File: config.mk
export PLATFORM = sky130hd
export DESIGN_NAME = phy_tx_framer_flat
export DESIGN_NICKNAME = d
export VERILOG_FILES = /design/src/rtl/phy_tx_framer_if.sv /design/src/rtl/phy_tx_framer.sv /design/src/flat_wrapper.sv
export SDC_FILE = /design/constraint.sdc
export NUM_CORES = 1
export LEC_CHECK = 0
export ABC_AREA = 1
export BUFFER_PORTS_ARGS = -buffer_cell sky130_fd_sc_hd__buf_2
export CAP_MARGIN = 25
export CORE_ASPECT_RATIO = 1.1
export CORE_UTILIZATION = 51
export CTS_BUF_LIST = sky130_fd_sc_hd__clkbuf_2
export DETAILED_ROUTE_END_ITERATION = 7
export GPL_TIMING_DRIVEN = 0
export PLACE_DENSITY = 0.87
export SYNTH_ARGS = -nofsm -noshare
export SYNTH_HDL_FRONTEND = slang
export SYNTH_SLANG_ARGS = --single-unit
export TNS_END_PERCENT = 1
File: constraint.sdc
create_clock -name i_clk -period 1.7 [get_ports i_clk]
set_input_delay 0.17 -clock i_clk [delete_from_list [all_inputs] [get_ports i_clk]]
set_output_delay 0.17 -clock i_clk [all_outputs]
set_load 0.005 [all_outputs]
File: src/rtl/phy_tx_framer_if.sv
// -----------------------------------------------------------------------------
// phy_tx_framer_if
// Bundles the user-side AXI-Stream transmit channel and the GT transmit bus of
// the PHY transmit framer.
//   i_tx_axis_data  [31:0]  payload beat, [31:24] is the first byte on the wire
//   i_tx_axis_keep  [3:0]   byte enables (only the last beat may be partial)
//   i_tx_axis_valid         beat valid
//   i_tx_axis_last          final beat of the frame
//   o_tx_axis_ready         beat accepted when valid && ready
//   o_gt_tx_data    [31:0]  GT data, lane 0 = [7:0] sent first
//   o_gt_tx_char    [3:0]   per-lane K flag
//   o_tx_underrun           one-cycle pulse on a mid-frame abort
// Modports: master = frame source, slave = framer.
// -----------------------------------------------------------------------------
interface phy_tx_framer_if;
    logic [31:0] i_tx_axis_data;
    logic [3:0]  i_tx_axis_keep;
    logic        i_tx_axis_valid;
    logic        i_tx_axis_last;
    logic        o_tx_axis_ready;
    logic [31:0] o_gt_tx_data;
    logic [3:0]  o_gt_tx_char;
    logic        o_tx_underrun;

    modport master (
        output i_tx_axis_data, i_tx_axis_keep, i_tx_axis_valid, i_tx_axis_last,
        input  o_tx_axis_ready, o_gt_tx_data, o_gt_tx_char, o_tx_underrun
    );

    modport slave (
        input  i_tx_axis_data, i_tx_axis_keep, i_tx_axis_valid, i_tx_axis_last,
        output o_tx_axis_ready, o_gt_tx_data, o_gt_tx_char, o_tx_underrun
    );
endinterface

File: src/rtl/phy_tx_framer.sv
// -----------------------------------------------------------------------------
// phy_tx_framer
// Transmit-side framer of the GT PHY. Wraps each AXI-Stream frame as
// FB(K) + payload + FD(K), separated by idle comma words (BC(K),50,BC(K),50).
// A one-byte residual register realigns the 4-byte beats: every output word is
// {residual, next 3 bytes} in wire order and the 4th byte becomes the residual.
//
// Ports:
//   i_clk   GT user clock, rising edge
//   i_rst   asynchronous active-high reset
//   tx_if   phy_tx_framer_if.slave (AXIS input channel, GT output bus)
// Parameters:
//   P_IFG_WORDS  idle words after each EOF word before the next frame (1..15)
// Optional build macro:
//   PHY_TX_UNDERRUN_ABORT_EN  valid low mid-frame terminates the frame with FD,
//                             pulses o_tx_underrun and drops the rest of it.
// -----------------------------------------------------------------------------
module phy_tx_framer #(
    parameter int P_IFG_WORDS = 2
) (
    input  logic           i_clk,
    input  logic           i_rst,
    phy_tx_framer_if.slave tx_if
);

    localparam logic [7:0]  K_SOF     = 8'hFB;
    localparam logic [7:0]  K_EOF     = 8'hFD;
    localparam logic [7:0]  K_COMMA   = 8'hBC;
    localparam logic [7:0]  D_IDLE    = 8'h50;
    localparam logic [31:0] IDLE_WORD = 32'h50BC50BC;
    localparam logic [3:0]  IDLE_CHAR = 4'b0101;
    localparam logic [3:0]  IFG_LAST  = 4'(P_IFG_WORDS - 1);

    typedef enum logic [2:0] {
        ST_IFG  = 3'd0,
        ST_IDLE = 3'd1,
        ST_DATA = 3'd2,
        ST_TAIL = 3'd3,
        ST_DROP = 3'd4
    } state_t;

    // Number of valid bytes on a last beat; illegal patterns count as full.
    function automatic logic [2:0] keep_to_len(input logic [3:0] keep);
        logic [2:0] len;
        case (keep)
            4'hF:    len = 3'd4;
            4'hE:    len = 3'd3;
            4'hC:    len = 3'd2;
            4'h8:    len = 3'd1;
            default: len = 3'd4;
        endcase
        return len;
    endfunction

    state_t      state_r, state_s;
    logic [3:0]  ifg_cnt_r, ifg_cnt_s;
    logic [7:0]  res_r, res_s;
    logic        tail_full_r, tail_full_s;
    logic [31:0] data_r, data_s;
    logic [3:0]  char_r, char_s;
    logic        ready_r, ready_s;

    logic        accept_s;
    logic [2:0]  len_s;
    logic [7:0]  res_byte_s;
    logic        res_k_s;
    logic [7:0]  b0_s, b1_s, b2_s, b3_s;

`ifdef PHY_TX_UNDERRUN_ABORT_EN
    logic        underrun_r, underrun_s;
`endif

    assign accept_s   = tx_if.i_tx_axis_valid && ready_r;
    assign len_s      = tx_if.i_tx_axis_last ? keep_to_len(tx_if.i_tx_axis_keep) : 3'd4;
    assign b0_s       = tx_if.i_tx_axis_data[31:24];
    assign b1_s       = tx_if.i_tx_axis_data[23:16];
    assign b2_s       = tx_if.i_tx_axis_data[15:8];
    assign b3_s       = tx_if.i_tx_axis_data[7:0];
    // In IDLE the accepted beat is the SOF beat, so the residual slot holds FB(K).
    assign res_k_s    = (state_r == ST_IDLE);
    assign res_byte_s = res_k_s ? K_SOF : res_r;

    // Next-state, datapath and next-output decode.
    always_comb begin
        state_s     = state_r;
        ifg_cnt_s   = ifg_cnt_r;
        res_s       = res_r;
        tail_full_s = tail_full_r;
        data_s      = IDLE_WORD;
        char_s      = IDLE_CHAR;
`ifdef PHY_TX_UNDERRUN_ABORT_EN
        underrun_s  = 1'b0;
`endif
        case (state_r)
            ST_IFG: begin
                if (ifg_cnt_r == IFG_LAST) begin
                    state_s   = ST_IDLE;
                    ifg_cnt_s = 4'd0;
                end else begin
                    ifg_cnt_s = ifg_cnt_r + 4'd1;
                end
            end
            ST_IDLE, ST_DATA: begin
                if (accept_s) begin
                    // Word for this beat; short last beats carry FD and pads here.
                    case (len_s)
                        3'd1: begin
                            data_s = {D_IDLE, K_EOF, b0_s, res_byte_s};
                            char_s = {1'b0, 1'b1, 1'b0, res_k_s};
                        end
                        3'd2: begin
                            data_s = {K_EOF, b1_s, b0_s, res_byte_s};
                            char_s = {1'b1, 1'b0, 1'b0, res_k_s};
                        end
                        default: begin
                            data_s = {b2_s, b1_s, b0_s, res_byte_s};
                            char_s = {1'b0, 1'b0, 1'b0, res_k_s};
                        end
                    endcase
                    if (!tx_if.i_tx_axis_last) begin
                        res_s   = b3_s;
                        state_s = ST_DATA;
                    end else if (len_s <= 3'd2) begin
                        state_s   = ST_IFG;
                        ifg_cnt_s = 4'd0;
                    end else begin
                        // Three or four bytes leave FD (and maybe b3) for a tail word.
                        res_s       = b3_s;
                        tail_full_s = (len_s == 3'd4);
                        state_s     = ST_TAIL;
                    end
                end else if (state_r == ST_DATA) begin
`ifdef PHY_TX_UNDERRUN_ABORT_EN
                    data_s     = {D_IDLE, K_COMMA, K_EOF, res_r};
                    char_s     = 4'b0110;
                    underrun_s = 1'b1;
                    state_s    = ST_DROP;
`else
                    // Source stalled mid-frame: idle word, residual and state held.
                    state_s = ST_DATA;
`endif
                end else begin
                    state_s = ST_IDLE;
                end
            end
            ST_TAIL: begin
                if (tail_full_r) begin
                    data_s = {D_IDLE, K_COMMA, K_EOF, res_r};
                    char_s = 4'b0110;
                end else begin
                    data_s = {D_IDLE, K_COMMA, D_IDLE, K_EOF};
                    char_s = 4'b0101;
                end
                state_s   = ST_IFG;
                ifg_cnt_s = 4'd0;
            end
            ST_DROP: begin
                // Discard the aborted frame up to and including its last beat.
                if (accept_s && tx_if.i_tx_axis_last) begin
                    state_s   = ST_IFG;
                    ifg_cnt_s = 4'd0;
                end else begin
                    state_s = ST_DROP;
                end
            end
            default: begin
                state_s   = ST_IFG;
                ifg_cnt_s = 4'd0;
            end
        endcase
    end

    // Ready is registered from the next state so it always matches state_r.
    always_comb begin
        ready_s = (state_s == ST_IDLE) || (state_s == ST_DATA) || (state_s == ST_DROP);
    end

    // State, datapath and output registers.
    always_ff @(posedge i_clk or posedge i_rst) begin
        if (i_rst) begin
            state_r     <= ST_IFG;
            ifg_cnt_r   <= 4'd0;
            res_r       <= 8'd0;
            tail_full_r <= 1'b0;
            data_r      <= IDLE_WORD;
            char_r      <= IDLE_CHAR;
            ready_r     <= 1'b0;
        end else begin
            state_r     <= state_s;
            ifg_cnt_r   <= ifg_cnt_s;
            res_r       <= res_s;
            tail_full_r <= tail_full_s;
            data_r      <= data_s;
            char_r      <= char_s;
            ready_r     <= ready_s;
        end
    end

`ifdef PHY_TX_UNDERRUN_ABORT_EN
    // Underrun pulse register, aligned with the FD abort word.
    always_ff @(posedge i_clk or posedge i_rst) begin
        if (i_rst) begin
            underrun_r <= 1'b0;
        end else begin
            underrun_r <= underrun_s;
        end
    end
    assign tx_if.o_tx_underrun = underrun_r;
`else
    assign tx_if.o_tx_underrun = 1'b0;
`endif

    assign tx_if.o_gt_tx_data    = data_r;
    assign tx_if.o_gt_tx_char    = char_r;
    assign tx_if.o_tx_axis_ready = ready_r;

endmodule

File: src/flat_wrapper.sv
// flat-port wrapper written by rule: the top's interface ports become plain ports
module phy_tx_framer_flat 
#(
    parameter int P_IFG_WORDS = 2
)
  (i_clk, i_rst, tx_if_i_tx_axis_data, tx_if_i_tx_axis_keep, tx_if_i_tx_axis_valid, tx_if_i_tx_axis_last, tx_if_o_tx_axis_ready, tx_if_o_gt_tx_data, tx_if_o_gt_tx_char, tx_if_o_tx_underrun);
  phy_tx_framer_if tx_if_i ();
  input  logic i_clk;
  input  logic i_rst;
  input wire logic [$bits(tx_if_i.i_tx_axis_data)-1:0] tx_if_i_tx_axis_data;
  input wire logic [$bits(tx_if_i.i_tx_axis_keep)-1:0] tx_if_i_tx_axis_keep;
  input wire logic [$bits(tx_if_i.i_tx_axis_valid)-1:0] tx_if_i_tx_axis_valid;
  input wire logic [$bits(tx_if_i.i_tx_axis_last)-1:0] tx_if_i_tx_axis_last;
  output wire logic [$bits(tx_if_i.o_tx_axis_ready)-1:0] tx_if_o_tx_axis_ready;
  output wire logic [$bits(tx_if_i.o_gt_tx_data)-1:0] tx_if_o_gt_tx_data;
  output wire logic [$bits(tx_if_i.o_gt_tx_char)-1:0] tx_if_o_gt_tx_char;
  output wire logic [$bits(tx_if_i.o_tx_underrun)-1:0] tx_if_o_tx_underrun;
  assign tx_if_i.i_tx_axis_data = tx_if_i_tx_axis_data;
  assign tx_if_i.i_tx_axis_keep = tx_if_i_tx_axis_keep;
  assign tx_if_i.i_tx_axis_valid = tx_if_i_tx_axis_valid;
  assign tx_if_i.i_tx_axis_last = tx_if_i_tx_axis_last;
  assign tx_if_o_tx_axis_ready = tx_if_i.o_tx_axis_ready;
  assign tx_if_o_gt_tx_data = tx_if_i.o_gt_tx_data;
  assign tx_if_o_gt_tx_char = tx_if_i.o_gt_tx_char;
  assign tx_if_o_tx_underrun = tx_if_i.o_tx_underrun;
  phy_tx_framer #(.P_IFG_WORDS(P_IFG_WORDS)) u_core (.i_clk(i_clk), .i_rst(i_rst), .tx_if(tx_if_i));
endmodule
* Yosys cells after proc, flatten, opt, wreduce, memory -nomap -nowiden
Index checks and enable logic that the tools add are counted.
** Operators by class
- $add $sub $neg :: 1
- $lt $le $gt $ge :: 1
- Equal/unequal tests :: 19
- Muxes and demuxes :: 26
- Bitwise logic cells :: 1
- Reductions and logical operators :: 9
** Operators with widths (number)
- 32-bit one-hot mux with 2 select lines :: 2
- 32-bit 2-to-1 mux :: 1
- 4-bit 2-to-1 mux :: 6
- 8-bit 2-to-1 mux :: 3
- 3-bit one-hot mux with 3 select lines :: 2
- 16-bit 2-to-1 mux :: 1
- 4-bit one-hot mux with 2 select lines :: 2
- 3-bit 2-to-1 mux :: 5
- 3-bit by 2-bit == test with 1-bit output, second input constant :: 4
- 4-bit == test, second input constant :: 3
- 4-bit one-hot mux with 3 select lines :: 1
- 3-bit by 1-bit == test with 1-bit output, second input constant :: 3
- 3-bit == test, second input constant :: 3
- 4-bit AND reduction :: 2
- 2-bit 2-to-1 mux :: 3
- 2-bit by 1-bit != test with 1-bit output, second input constant :: 3
- 4-bit by 1-bit adder with 4-bit output, second input constant :: 1
- 4-bit by 1-bit == test with 1-bit output, second input constant :: 1
- 2-bit != test, second input constant :: 2
- 3-bit by 2-bit <= comparator with 1-bit output, second input constant :: 1
- 3-bit zero test :: 1
- 3-bit AND reduction :: 1
- 1-bit logical AND :: 2
- 1-bit logical OR :: 2
- 2 further kinds :: 2
** Word-level totals
- Flip-flop bits (word level) :: 53
- Word-level logic and storage cells :: 64

* Logic depth before layout (Yosys ltp)
Gate-level depths: netlist (run 1).
- Depth after elaboration :: 11
- Gate-level depth with buffers :: 9
- Gate-level depth less buffers :: 9

* Least setup slack after synthesis (run 1)
No wires, ideal clock.
- Path type :: register -> register
- Start :: register u_core.state_r[2]
- End :: register u_core.data_r[18] (netlist: u_core.tx_if.o_gt_tx_data[18])
- Arrival time :: 1.270 ns
- Data required time :: 1.618 ns
- Path slack :: 0.348 ns
- Stages on the path, launching flop included :: 9
- Path buffers :: 1
- Period minus slack after synthesis :: 1.352 ns
- Cells stage by stage :: dfrtp_1 > inv_2 > nand3_4 > nand2_8 > nand2_8 > inv_4 > nand2_2 > buf_6 > or2_1
** On the way
- Cells in the longest elaborated chain, start to end :: 3
- Elaborated cells on any way between the ends :: 5
- Classes of those cells :: eq/ne: 3; mux: 1; reduce/logical: 1
** Ends and longest elaborated chain
- from (decl) :: RTL line phy_tx_framer.sv:55 : state_t state_r, state_s;
- from (signal assigned) :: RTL line phy_tx_framer.sv:189 : state_r <= state_s;
- 3-bit by 2-bit == test with 1-bit output / 3-bit by 1-bit == test with 1-bit output (equally long branches) :: RTL line phy_tx_framer.sv:94 : case (state_r)
- 2-bit OR reduction :: RTL line phy_tx_framer.sv:94
- 32-bit one-hot mux with 2 select lines (*) :: RTL line phy_tx_framer.sv:94
- via u_core.data_s[18] :: RTL line phy_tx_framer.sv:59 : logic [31:0] data_r, data_s;
- to (signal assigned) :: RTL line phy_tx_framer.sv:193 : data_r <= data_s;
- to (decl) :: RTL line phy_tx_framer.sv:59
The timed path passes the listed nets; every way through them passes the cells marked *.
A chain may end at the register's enable or synchronous reset.

* Worst setup path in the final report (run 1)
- Start :: register u_core.state_r[2]
- End :: register u_core.data_r[20] (netlist: u_core.tx_if.o_gt_tx_data[20])
Same word-level chain as after synthesis.

==> results of run 1 <==
power breakdown:
part	leakage (nW)	internal [W]	total, W	switching, W
logic	0.942	0.000595	0.00147	0.000877
clock network	0.0266	0.000103	0.000464	0.000362
registers	0.655	0.00167	0.00183	0.000164
state kept, by name (all words and copies together) (netlist names):
signal,cells
u_core.tx_if.o_gt_tx_data,32
u_core.ifg_cnt_r,4
u_core.tx_if.o_gt_tx_char,4
u_core.state_r,3
u_core.tail_full_r,1
u_core.tx_if.o_tx_axis_ready,1
u_core.res_r,8
per-stage QoR:
| stage | std cells | power, W | utilization (%) | hold slack (ns) |
|---|---|---|---|---|
| after floorplan | 224 | 0.00280 | - | 0.251 |
| after global placement | 352 | 0.00317 | 65.3 | 0.354 |
| after detailed placement | 353 | 0.00327 | 65.8 | 0.191 |
| after CTS | 394 | 0.00379 | 75.1 | 0.0668 |
| after global routing | 394 | 0.00410 | 75.1 | 0.0314 |
| final | 394 | 0.00377 | 75.1 | 0.0805 |
kinds of logic (layout without fill, tap and decap cells):
family | Yosys count | in the layout
adders and majority gates | 2 | 2
and+or+nand+nor | 98 | 98
AOI/OAI and AO/OA | 27 | 27
DFF | 53 | 53
other | 1 | 1
xor gates and xnor gates | 1 | 1
buffers and inverters | 42 | 160
layout by cell type, fill, tap and decap left out, types with 2 or more instances in the layout:
cell	synthesis	routed
sky130_fd_sc_hd__buf_2	0	76
sky130_fd_sc_hd__nand2_1	56	56
sky130_fd_sc_hd__dfrtp_1	37	37
sky130_fd_sc_hd__dlygate4sd3_1	0	33
sky130_fd_sc_hd__inv_1	32	31
sky130_fd_sc_hd__nor2_1	17	17
sky130_fd_sc_hd__dfstp_2	16	16
sky130_fd_sc_hd__o21ai_1	10	10
sky130_fd_sc_hd__a21oi_1	10	10
sky130_fd_sc_hd__inv_2	6	7
sky130_fd_sc_hd__or2_1	7	7
sky130_fd_sc_hd__nand3_1	6	6
sky130_fd_sc_hd__o21ai_0	6	6
sky130_fd_sc_hd__clkbuf_2	0	6
sky130_fd_sc_hd__nand3_4	2	2
sky130_fd_sc_hd__nand2_8	2	2
sky130_fd_sc_hd__nand3b_1	2	2
sky130_fd_sc_hd__nand2_2	2	2
sky130_fd_sc_hd__buf_6	2	2
sky130_fd_sc_hd__ha_1	2	2
worst max-delay path, cell delays in order, from the launching register on:
cell and delay [ns]:
sky130_fd_sc_hd__dfrtp_1 0.47, sky130_fd_sc_hd__inv_2 0.13, sky130_fd_sc_hd__nand3_4 0.15, sky130_fd_sc_hd__nand2_8 0.13, sky130_fd_sc_hd__nand2_8 0.09, sky130_fd_sc_hd__inv_4 0.11, sky130_fd_sc_hd__nand2_2 0.07, sky130_fd_sc_hd__buf_6 0.14
sky130_fd_sc_hd__or2_1 0.21
cells in the mapped netlist:
master and number:
sky130_fd_sc_hd__o21ai_1 10, sky130_fd_sc_hd__xor2_1 1, sky130_fd_sc_hd__inv_4 1, sky130_fd_sc_hd__or2_2 1
sky130_fd_sc_hd__inv_2 6, sky130_fd_sc_hd__o211ai_1 1, sky130_fd_sc_hd__nand3_1 6, sky130_fd_sc_hd__nand2_1 56
sky130_fd_sc_hd__buf_4 1, sky130_fd_sc_hd__dfstp_2 16, sky130_fd_sc_hd__or2_1 7, sky130_fd_sc_hd__nand3_4 2
sky130_fd_sc_hd__ha_1 2, sky130_fd_sc_hd__nor3_1 1, sky130_fd_sc_hd__nor2_4 1, sky130_fd_sc_hd__nor3_2 1
sky130_fd_sc_hd__conb_1 1, sky130_fd_sc_hd__a21oi_1 10, sky130_fd_sc_hd__dfrtp_1 37, sky130_fd_sc_hd__nand2_8 2
sky130_fd_sc_hd__buf_6 2, sky130_fd_sc_hd__nand3b_1 2, sky130_fd_sc_hd__inv_1 32, sky130_fd_sc_hd__nor2_1 17
sky130_fd_sc_hd__nand2_2 2, sky130_fd_sc_hd__o21ai_0 6
cell type report:
class	count	area, um^2	area share [%]
well taps	52	65.1	2.15
flip-flops and latches	53	1350	44.6
repair buffers	110	731	24.2
clock inverters	2	11.3	0.373
plain buffers	3	30.0	0.994
clock buffers	6	30.0	0.994
inverters	39	149	4.93
multi-input cells	129	658	21.8
what timing repair did:
item	4_1_cts	5_1_grt
hold endpoints to repair	43	0
endpoints found under the setup margin	0	0
hold buffers	33	0
how the worst max path moves through the flow:
stage | to | startpoint | cells past startpoint
floorplan | u_core.ifg_cnt_r[0] | i_rst | 1
global placement | u_core.tx_if.o_gt_tx_data[27] | i_rst | 2
detailed placement | u_core.tx_if.o_gt_tx_data[18] | u_core.state_r[2] | 8
CTS | u_core.tx_if.o_gt_tx_data[18] | u_core.state_r[2] | 8
global route | u_core.tx_if.o_tx_axis_ready | u_core.state_r[0] | 8
finish | u_core.tx_if.o_gt_tx_data[20] | u_core.state_r[2] | 8
metal layers:
metal | up-vias | part of all wire [%]
met5 | - | 0
met4 | 0 | 1.2
met3 | 6 | 5.2
met2 | 63 | 55
met1 | 846 | 38
li1 | 910 | -
==> qor.yml, run 1 <==
outcome:
  result_of_the_run: "complete, no violations"
place:
  globalplace.congestion: 0.842
  post_dp_hpwl_um: 3230
  place.port_buffers: 76
  placement_cell_area_mm2: 0.00265
  pre_cts_ws_ns: 0.176
clocking:
  worst_skew_pair.late_latency_ns: 0.42
  h-tree-depth: 2
  cts_made_buffers: 5
  cts.repair.resized: 0
  maximum_clock_insertion_buffer_count: 2
  tritoncts: "done"
  clock_sinks: 53
  cts.reportedPaths.clkPinSlew_ns: 0.23
  postCtsSetupRepairBufs: 0
  clock-root-buffer: "sky130_fd_sc_hd__clkbuf_2"
floorplanning:
  rows: 24
  start_util_pct: 54.3
  die-area_mm2: 0.00455
  core_mm2: 0.00402
  die_width_um: 64.4
  die-height_um: 70.6
  ios: 78
global_route:
  global_route.usage.met1_pct: 25.9
  largest_net_degree_at_the_start_of_global_routing: 36
  antenna_found_initial: 0
  met3_layer_usage_reported_by_global_route_pct: 5.48
  globalRouteOverflowTotal: 0
  grt_use_total_pct: 23.2
  gr-max-usage-layer: "met2"
  first_global_vias: 1791
  met2_usage_pct: 43.0
  global_route_wire_length_before_repair_um: 7940
route:
  drt-initial-drc-count: 70
  drt-pass1-iter-count: 4
  route.final.wire_length_um: 4780
  drt-vias-per-instance: 4.63
  routedWlPerCell_um: 12.1
  route.antenna.remaining_nets: 0
  detail_route.drc_violations: 0
  via_count: 1825
critical_path:
  startpoint_type: "flop"
  rr_worst_depth: 8
  critPathMaxFanout: 10
  ff2ff_setup_slack_ns: 0.17
  worstReg2RegEnd: "u_core.tx_if.o_gt_tx_data[20]"
  setup.worst_path.class: "reg -> reg"
  timing.rr.start: "u_core.state_r[2]"
  timing.critical_path.to_type: "flop"
  critical_path_required_ns: 2.08
  critPathArrivalTime_ns: 1.91
logic_synthesis:
  syn_area_per_cell_um2: 9.75
  area_fraction_of_the_dominant_cell_type_after_synthesis_pct: 42.4
  main_combinational_cell_family_by_area_after_synthesis: "simple AND/OR/NAND/NOR gates"
  mappedNetlistArea_mm2: 0.00218
  synth-compound-area-share_pct: 6.30
  synth-simple-area-share_pct: 22.1
  yosysSeqAreaShare_pct: 61.7
  post_synth_xor_area_fraction_pct: 0.401
  yosys-top-cells-area: "sky130_fd_sc_hd__dfrtp_1 (42%), sky130_fd_sc_hd__dfstp_2 (19%), sky130_fd_sc_hd__nand2_1 (9.6%), sky130_fd_sc_hd__inv_1 (5.5%), sky130_fd_sc_hd__nor2_1 (2.9%)"
  post_synth_fa_ha_maj_area_fraction_pct: 1.15
  postSynthNetCount: 266
  ys_ff_latch: 53
  yosys_warnings: 0
  post_synth_mux_area_share_pct: 0
  syn_inst: 224
  yosys.area.top_type: "sky130_fd_sc_hd__dfrtp_1"
  synth.distinct_cells: 26
timing:
  skew_ns: 0.0175
  timing.fmax_ghz: 0.653
  setup_violations: 0
  post-route-min-period_ns: 1.53
  setup_ws_ns: 0.169
  fin_tns_setup_ns: 0
  layout_worst_path_cycle_share_pct: 90.1
  rsz_0062_raised_after_global_routing: "false"
  hold_violations: 0
  report.final.slew_viol_count: 0
power_and_ir_drop:
  vdd_drop_max_mv: 0.832
  static_leakage_power_nw: 1.62
  p_per_area_mw_per_mm2: 1250
final_layout:
  final.fill_count: 278
  cell_area_after_layout_mm2: 0.00302
  layout-drive-gt1-share_pct: 35.1
  num_antenna_cells: 0
  fin_nets: 383
  synthToLayoutAreaGrowth_pct: 38.3
hold_path:
  worst_hold_startpoint: "tx_if_i_tx_axis_keep[3]"
  whs_endpoint: "u_core.tail_full_r"
  worst_hold_path_type: "in -> reg"
  hold-path-cell-count: 4
job:
  timing.max_cap.violations: 0
No activity file was read; power rests on OpenSTA's default activity.
==> inputs of run 2 (changes only) <==
--- a/config.mk
+++ b/config.mk
@@ -13,7 +13,7 @@
 export CTS_BUF_LIST = sky130_fd_sc_hd__clkbuf_2
 export DETAILED_ROUTE_END_ITERATION = 7
 export GPL_TIMING_DRIVEN = 0
-export PLACE_DENSITY = 0.87
+export PLACE_DENSITY = 0.89
 export SYNTH_ARGS = -nofsm -noshare
 export SYNTH_HDL_FRONTEND = slang
 export SYNTH_SLANG_ARGS = --single-unit
==> run 2 against run 1 <==
Compared with the run above: hold slack got worse by 0.027 ns; total power grew 5.5%; global-route usage is 2.1 points higher; register-to-register slack is essentially flat; setup slack worse by 0.0079 ns; first-iteration DRC count up 27%; cell count did not move; critical path type unchanged; critical endpoint is now u_core.res_r[1]; largest power group unchanged.
==> qor.yml, run 2 (synthesis results as in run 1) <==
final_layout:
  layout.cells.most_common: "sky130_fd_sc_hd__buf_2"  # unchanged
  cell_area_after_layout_mm2: 0.00304  # was 0.00302 mm^2
  postLayoutCoreUtil_pct: 75.6  # was 75.1%
  layout-drive-gt1-share_pct: 35.1  # unchanged
  final.fill_count: 254  # was 278
  most_used_cells_in_the_layout_excluding_fill_and_tap_cells: "sky130_fd_sc_hd__buf_2 (76), sky130_fd_sc_hd__nand2_1 (56), sky130_fd_sc_hd__dfrtp_1 (37)"  # unchanged
  num_antenna_cells: 0  # unchanged
  synthToLayoutAreaGrowth_pct: 39.4  # was 38.3%
  fin_nets: 383  # unchanged
  largest_register_ffs: 32  # unchanged
hold_path:
  worst_hold_path_type: "in -> reg"  # unchanged
floorplanning:
  die-height_um: 70.6  # unchanged
  core_mm2: 0.00402  # unchanged
  rows: 24  # unchanged
  ios: 78  # unchanged
  die_width_um: 64.4  # unchanged
  die-area_mm2: 0.00455  # unchanged
  start_util_pct: 54.3  # unchanged
power_and_ir_drop:
  total_power_w: 0.00398  # was 0.00377 W
  p_per_area_mw_per_mm2: 1310  # was 1250 mW/mm^2
  vdd_drop_max_mv: 0.724  # was 0.832 mV
  static_leakage_power_nw: 1.64  # was 1.62 nW
timing:
  hold_violations: 0  # unchanged
  report.final.slew_viol_count: 0  # unchanged
  timing.fmax_ghz: 0.650  # was 0.653 GHz
  layout_worst_path_cycle_share_pct: 90.5  # was 90.1%
  fin_tns_setup_ns: 0  # unchanged
  skew_ns: 0.0241  # was 0.0175 ns
  post-route-min-period_ns: 1.54  # was 1.53 ns
  rsz_0062_raised_after_global_routing: "false"  # unchanged
  setup_violations: 0  # unchanged
  max-slew-margin-rel_pct: 63.3
  max_slew.worst_pin.slew_ns: 0.549
  setup_ws_ns: 0.161  # was 0.169 ns
critical_path:
  startpoint_type: "flop"  # unchanged
  setup.worst_path.class: "reg -> reg"  # unchanged
  worstReg2RegEnd: "u_core.res_r[1]"  # was u_core.tx_if.o_gt_tx_data[20]
  worst_setup_path_startpoint: "u_core.state_r[2]"  # unchanged
  critPathArrivalTime_ns: 1.88  # was 1.91 ns
  critical_path_required_ns: 2.05  # was 2.08 ns
  rr_worst_depth: 7  # was 8
  critPathMaxFanout: 10  # unchanged
  timing.rr.start: "u_core.state_r[2]"  # unchanged
  ff2ff_setup_slack_ns: 0.16  # was 0.17 ns
  timing.critical_path.to: "u_core.res_r[1]"  # was u_core.tx_if.o_gt_tx_data[20]
  timing.critical_path.to_type: "flop"  # unchanged
route:
  drt-pass1-iter-count: 4  # unchanged
  detail_route.drc_violations: 0  # unchanged
  route.antenna.remaining_nets: 0  # unchanged
  via_count: 1890  # was 1825
  drt-vias-per-instance: 4.80  # was 4.63
  drt-initial-drc-count: 89  # was 70
  route.final.wire_length_um: 5350  # was 4780 um
  routedWlPerCell_um: 13.6  # was 12.1 um
clocking:
  cts_made_buffers: 5  # unchanged
  clock_sinks: 53  # unchanged
  h-tree-depth: 2  # unchanged
  cts.reportedPaths.clkPinSlew_ns: 0.26  # was 0.23 ns
  cts.repair.resized: 0  # unchanged
  maximum_clock_insertion_buffer_count: 2  # unchanged
  worst_skew_pair.late_latency_ns: 0.44  # was 0.42 ns
  clock-root-buffer: "sky130_fd_sc_hd__clkbuf_2"  # unchanged
  tritoncts: "done"  # unchanged
place:
  place.port_buffers: 76  # unchanged
  globalplace.congestion: 0.822  # was 0.842
  placement_cell_area_mm2: 0.00265  # unchanged
  post_dp_hpwl_um: 3330  # was 3230 um
  pre_cts_ws_ns: 0.181  # was 0.176 ns
global_route:
  global_route_wire_length_before_repair_um: 8580  # was 7940 um
  antenna_found_initial: 0  # unchanged
  grt_use_total_pct: 25.3  # was 23.2%
  largest_net_degree_at_the_start_of_global_routing: 28  # was 36
  first_global_vias: 1907  # was 1791
  globalRouteOverflowTotal: 0  # unchanged
outcome:
  result_of_the_run: "complete, no violations"  # unchanged
job:
  timing.max_cap.violations: 0  # unchanged
run 2: worst max-delay path, cell delays in order, from the launching register on:
cell,delay [ns]
sky130_fd_sc_hd__dfrtp_1,0.47
sky130_fd_sc_hd__inv_2,0.13
sky130_fd_sc_hd__nand3_4,0.16
sky130_fd_sc_hd__nand2_8,0.13
sky130_fd_sc_hd__nand2_8,0.09
sky130_fd_sc_hd__nor2_4,0.22
sky130_fd_sc_hd__buf_6,0.17
sky130_fd_sc_hd__o21ai_1,0.07
run 2: area by class of cell:
class | instances | area [um^2] | share of cell area [%]
repair buffers | 110 | 731 | 24.0
well taps | 52 | 65.1 | 2.14
clock inverters | 2 | 33.8 | 1.11
multi-input cells | 129 | 658 | 21.6
inverters | 39 | 149 | 4.89
flip-flops and latches | 53 | 1350 | 44.2
plain buffers | 3 | 30.0 | 0.987
clock buffers | 6 | 30.0 | 0.987
run 2: worst min path at each step:
| stage | from | endpoint | slack [ns] | cells after the start |
|---|---|---|---|---|
| 6_report | tx_if_i_tx_axis_last | u_core.tail_full_r | 0.05 | 4 |
| 4_1_cts | tx_if_i_tx_axis_last | u_core.tail_full_r | 0.06 | 4 |
| 2_1_floorplan | tx_if_i_tx_axis_data[12] | u_core.tx_if.o_gt_tx_data[28] | 0.25 | 2 |
| 3_3_place_gp | tx_if_i_tx_axis_data[12] | u_core.tx_if.o_gt_tx_data[28] | 0.35 | 3 |
| 5_1_grt | tx_if_i_tx_axis_last | u_core.tail_full_r | 0.05 | 4 |
| 3_5_place_dp | i_rst | u_core.tx_if.o_gt_tx_data[15] | 0.25 | 2 |
run 2: report_power, final:
part           switching, W  leakage (nW)  internal [W]  total [W]
clock network      0.000383        0.0406      0.000250   0.000633
registers          0.000175         0.655       0.00167    0.00184
logic              0.000904         0.942      0.000595    0.00150
total               0.00146          1.64       0.00251    0.00398
run 2: what timing repair did:
| action | 4_1_cts | 5_1_grt |
|---|---|---|
| buffers inserted | 0 | 0 |
| endpoints found under the setup margin | 0 | 0 |
| hold buffers | 33 | 0 |
| endpoints found under the hold margin | 50 | 0 |
run 2: stage by stage:
stage                     hold WS, ns  instances
final                          0.0531        394
after global routing           0.0535        394
after CTS                      0.0608        394
after floorplan                 0.251        224
after global placement          0.354        352
after detailed placement        0.253        353
run 2: routing by layer:
metal	share of wire [%]	GRT usage (%)	vias up
li1	-	-	910
met3	4.9	4.03	9
met5	0	0	-
met1	39	28.5	883
met4	1.9	10.1	0
met2	54	46.9	88
==> inputs of run 3 (changes only) <==
--- a/config.mk
+++ b/config.mk
@@ -6,7 +6,7 @@
 export NUM_CORES = 1
 export LEC_CHECK = 0
 export ABC_AREA = 1
-export BUFFER_PORTS_ARGS = -buffer_cell sky130_fd_sc_hd__buf_2
+export BUFFER_PORTS_ARGS = -buffer_cell sky130_fd_sc_hd__buf_4
 export CAP_MARGIN = 25
 export CORE_ASPECT_RATIO = 1.1
 export CORE_UTILIZATION = 51
==> run 3 against run 2 <==
Compared with the run above: non-clock buffer count unchanged; hold slack improved by 0.032 ns; cell count did not move; critical path depth increased by 1; clock power decreased by 23%; first-iteration DRC count increased by 110%; critical path type unchanged; design area grew 5.6%; combinational power increased by 9%; setup slack got worse by 0.0027 ns; count of clock-buffer cells in the layout up 1; via count rose by 1.5%.
==> qor.yml, run 3 (synthesis results as in run 1) <==
clocking:
  cts.repair.resized: 0  # unchanged
  tritoncts: "done"  # unchanged
  clock_sinks: 53  # unchanged
  cts_made_buffers: 5  # unchanged
  clock-root-buffer: "sky130_fd_sc_hd__clkbuf_2"  # unchanged
  postCtsSetupRepairBufs: 0  # unchanged
  maximum_clock_insertion_buffer_count: 2  # unchanged
  h-tree-depth: 2  # unchanged
  cts.reportedPaths.clkPinSlew_ns: 0.25  # was 0.26 ns
  worst_skew_pair.late_latency_ns: 0.43  # was 0.44 ns
critical_path:
  startpoint_type: "flop"  # unchanged
  timing.critical_path.cells: "inv_2 -> nand3_4 -> nand2_8 -> nand2_8 -> inv_4 -> nand2_2 -> buf_6 -> or2_1"  # was inv_2 -> nand3_4 -> nand2_8 -> nand2_8 -> nor2_4 -> buf_6 -> o21ai_1
  critical_path_required_ns: 2.10  # was 2.05 ns
  buffers_inverters_on_critical_path: 3  # was 2
  timing.critical_path.to_type: "flop"  # unchanged
  kind_of_cell_adding_the_most_delay_to_the_critical_path: "simple AND/OR/NAND/NOR gates"  # unchanged
  critPathMaxFanout: 10  # unchanged
  cp_slowest_cell: "sky130_fd_sc_hd__dfrtp_1"  # unchanged
  timing.critical_path.mode_cell: "sky130_fd_sc_hd__nand2_8"  # unchanged
  setup.worst_path.class: "reg -> reg"  # unchanged
  critPathArrivalTime_ns: 1.95  # was 1.88 ns
  crit_path_max_incr_delay_ns: 0.47  # about the same
route:
  detail_route.drc_violations: 0  # unchanged
  route.final.wire_length_um: 5540  # was 5350 um
  via_count: 1919  # was 1890
  route.antenna.remaining_nets: 0  # unchanged
  drt-vias-per-instance: 4.87  # was 4.80
  drt-pass1-iter-count: 4  # unchanged
  routedWlPerCell_um: 14.1  # was 13.6 um
  drt-initial-drc-count: 191  # was 89
timing:
  skew_ns: 0.0232  # was 0.0241 ns
  report.final.slew_viol_count: 0  # unchanged
  post-route-min-period_ns: 1.54  # about the same
  hold_violations: 0  # unchanged
  rsz_0062_raised_after_global_routing: "false"  # unchanged
  setup_ws_ns: 0.158  # was 0.161 ns
  layout_worst_path_cycle_share_pct: 90.7  # was 90.5%
  setup_violations: 0  # unchanged
  timing.fmax_ghz: 0.649  # was 0.650 GHz
final_layout:
  layout-drive-gt1-share_pct: 35.4  # was 35.1%
  fin_nets: 383  # unchanged
  synthToLayoutAreaGrowth_pct: 47.1  # was 39.4%
  num_antenna_cells: 0  # unchanged
  largest_register_ffs: 32  # unchanged
  layout.cells.most_common: "sky130_fd_sc_hd__buf_4"  # was sky130_fd_sc_hd__buf_2
  most_used_cells_in_the_layout_excluding_fill_and_tap_cells: "sky130_fd_sc_hd__buf_4 (77), sky130_fd_sc_hd__nand2_1 (56), sky130_fd_sc_hd__dfrtp_1 (37)"  # was sky130_fd_sc_hd__buf_2 (76), sky130_fd_sc_hd__nand2_1 (56), sky130_fd_sc_hd__dfrtp_1 (37)
global_route:
  first_global_vias: 1942  # was 1907
  globalRouteOverflowTotal: 0  # unchanged
  antenna_found_initial: 0  # unchanged
  largest_net_degree_at_the_start_of_global_routing: 38  # was 28
  grt_use_total_pct: 27.4  # was 25.3%
  global_route_wire_length_before_repair_um: 9270  # was 8580 um
place:
  post_dp_hpwl_um: 3470  # was 3330 um
  place.port_buffers: 76  # unchanged
  globalplace.congestion: 0.863  # was 0.822
  pre_cts_ws_ns: 0.167  # was 0.181 ns
floorplanning:
  ios: 78  # unchanged
  start_util_pct: 54.3  # unchanged
  die-height_um: 70.6  # unchanged
  rows: 24  # unchanged
  core_mm2: 0.00402  # unchanged
  die_width_um: 64.4  # unchanged
  die-area_mm2: 0.00455  # unchanged
hold_path:
  worst_hold_path_type: "in -> reg"  # unchanged
power_and_ir_drop:
  total_power_w: 0.00395  # was 0.00398 W
  p_per_area_mw_per_mm2: 1230  # was 1310 mW/mm^2
  vdd_drop_max_mv: 0.711  # was 0.724 mV
  static_leakage_power_nw: 1.69  # was 1.64 nW
job:
  timing.max_cap.violations: 0  # unchanged
outcome:
  result_of_the_run: "complete, no violations"  # unchanged
==> run 3: changes by cell type in the layout (fill, tap and decap cells not counted) <==
cell and delta:
sky130_fd_sc_hd__buf_2 -76, sky130_fd_sc_hd__buf_4 +76, sky130_fd_sc_hd__bufinv_16 -1, sky130_fd_sc_hd__clkbuf_2 +1, sky130_fd_sc_hd__clkinv_1 -1, sky130_fd_sc_hd__clkinvlp_4 +1
==> run 3: power by group <==
group	switching (W)	internal (W)	total, W	leakage, nW
sequential	0.000167	0.00167	0.00184	0.655
clock	0.000373	0.000113	0.000486	0.0292
combinational	0.000916	0.000710	0.00163	1.00
total	0.00146	0.00249	0.00395	1.69
==> run 3: path summary, 6_finish.rpt <==
kind,end,depth (start not counted),from,slack (ns)
setup reg to reg,u_core.tx_if.o_gt_tx_data[20],8,u_core.state_r[2],0.16
hold reg to reg,u_core.tx_if.o_gt_tx_data[7],2,u_core.res_r[7],0.48
setup / recovery,u_core.tx_if.o_gt_tx_data[20],8,u_core.state_r[2],0.16
max in group asynchronous,u_core.tx_if.o_gt_tx_data[4],4,i_rst,0.91
min in group asynchronous,u_core.tx_if.o_gt_tx_data[16],3,i_rst,0.21
hold / removal,u_core.tail_full_r,4,tx_if_i_tx_axis_keep[3],0.09
==> run 3: layout make-up <==
cell class	instances	area, um^2
repair buffers	110	921
clock inverters	1	7.51
flip-flops and latches	53	1350
fillers	218	812
clock buffers	7	35.0
plain buffers	3	30.0
multi-input cells	129	658
well taps	52	65.1
inverters	39	149
==> run 3: what timing repair did <==
item	CTS	global route
endpoints found under the hold margin	63	0
setup endpoints to repair	0	0
hold buffers	33	0
==> run 3: tightest hold or removal path, stage by stage <==
cell	delay [ns]
sky130_fd_sc_hd__buf_4	0.11
sky130_fd_sc_hd__o211ai_1	0.09
sky130_fd_sc_hd__o21ai_1	0.07
sky130_fd_sc_hd__o21ai_0	0.06
==> run 3: through the flow <==
step	hold slack [ns]	area (um^2)	cells	util, %	TNS, ns
floorplan	0.251	2180	224	-	0
global placement	0.354	2820	352	70.1	-10.61
detailed placement	0.158	2840	353	70.6	0
CTS	0.0850	3210	394	79.8	0
global route	0.0870	3210	394	79.8	0
finish	0.0856	3210	394	79.8	0
==> run 3: metal layers <==
layer | vias up | wire [um] | global-route usage [%]
met1 | 898 | 2060 | 31.1
li1 | 911 | - | -
met5 | - | 0 | 0
met2 | 101 | 3020 | 50.5
met3 | 9 | 379 | 5.32
met4 | 0 | 90 | 9.88
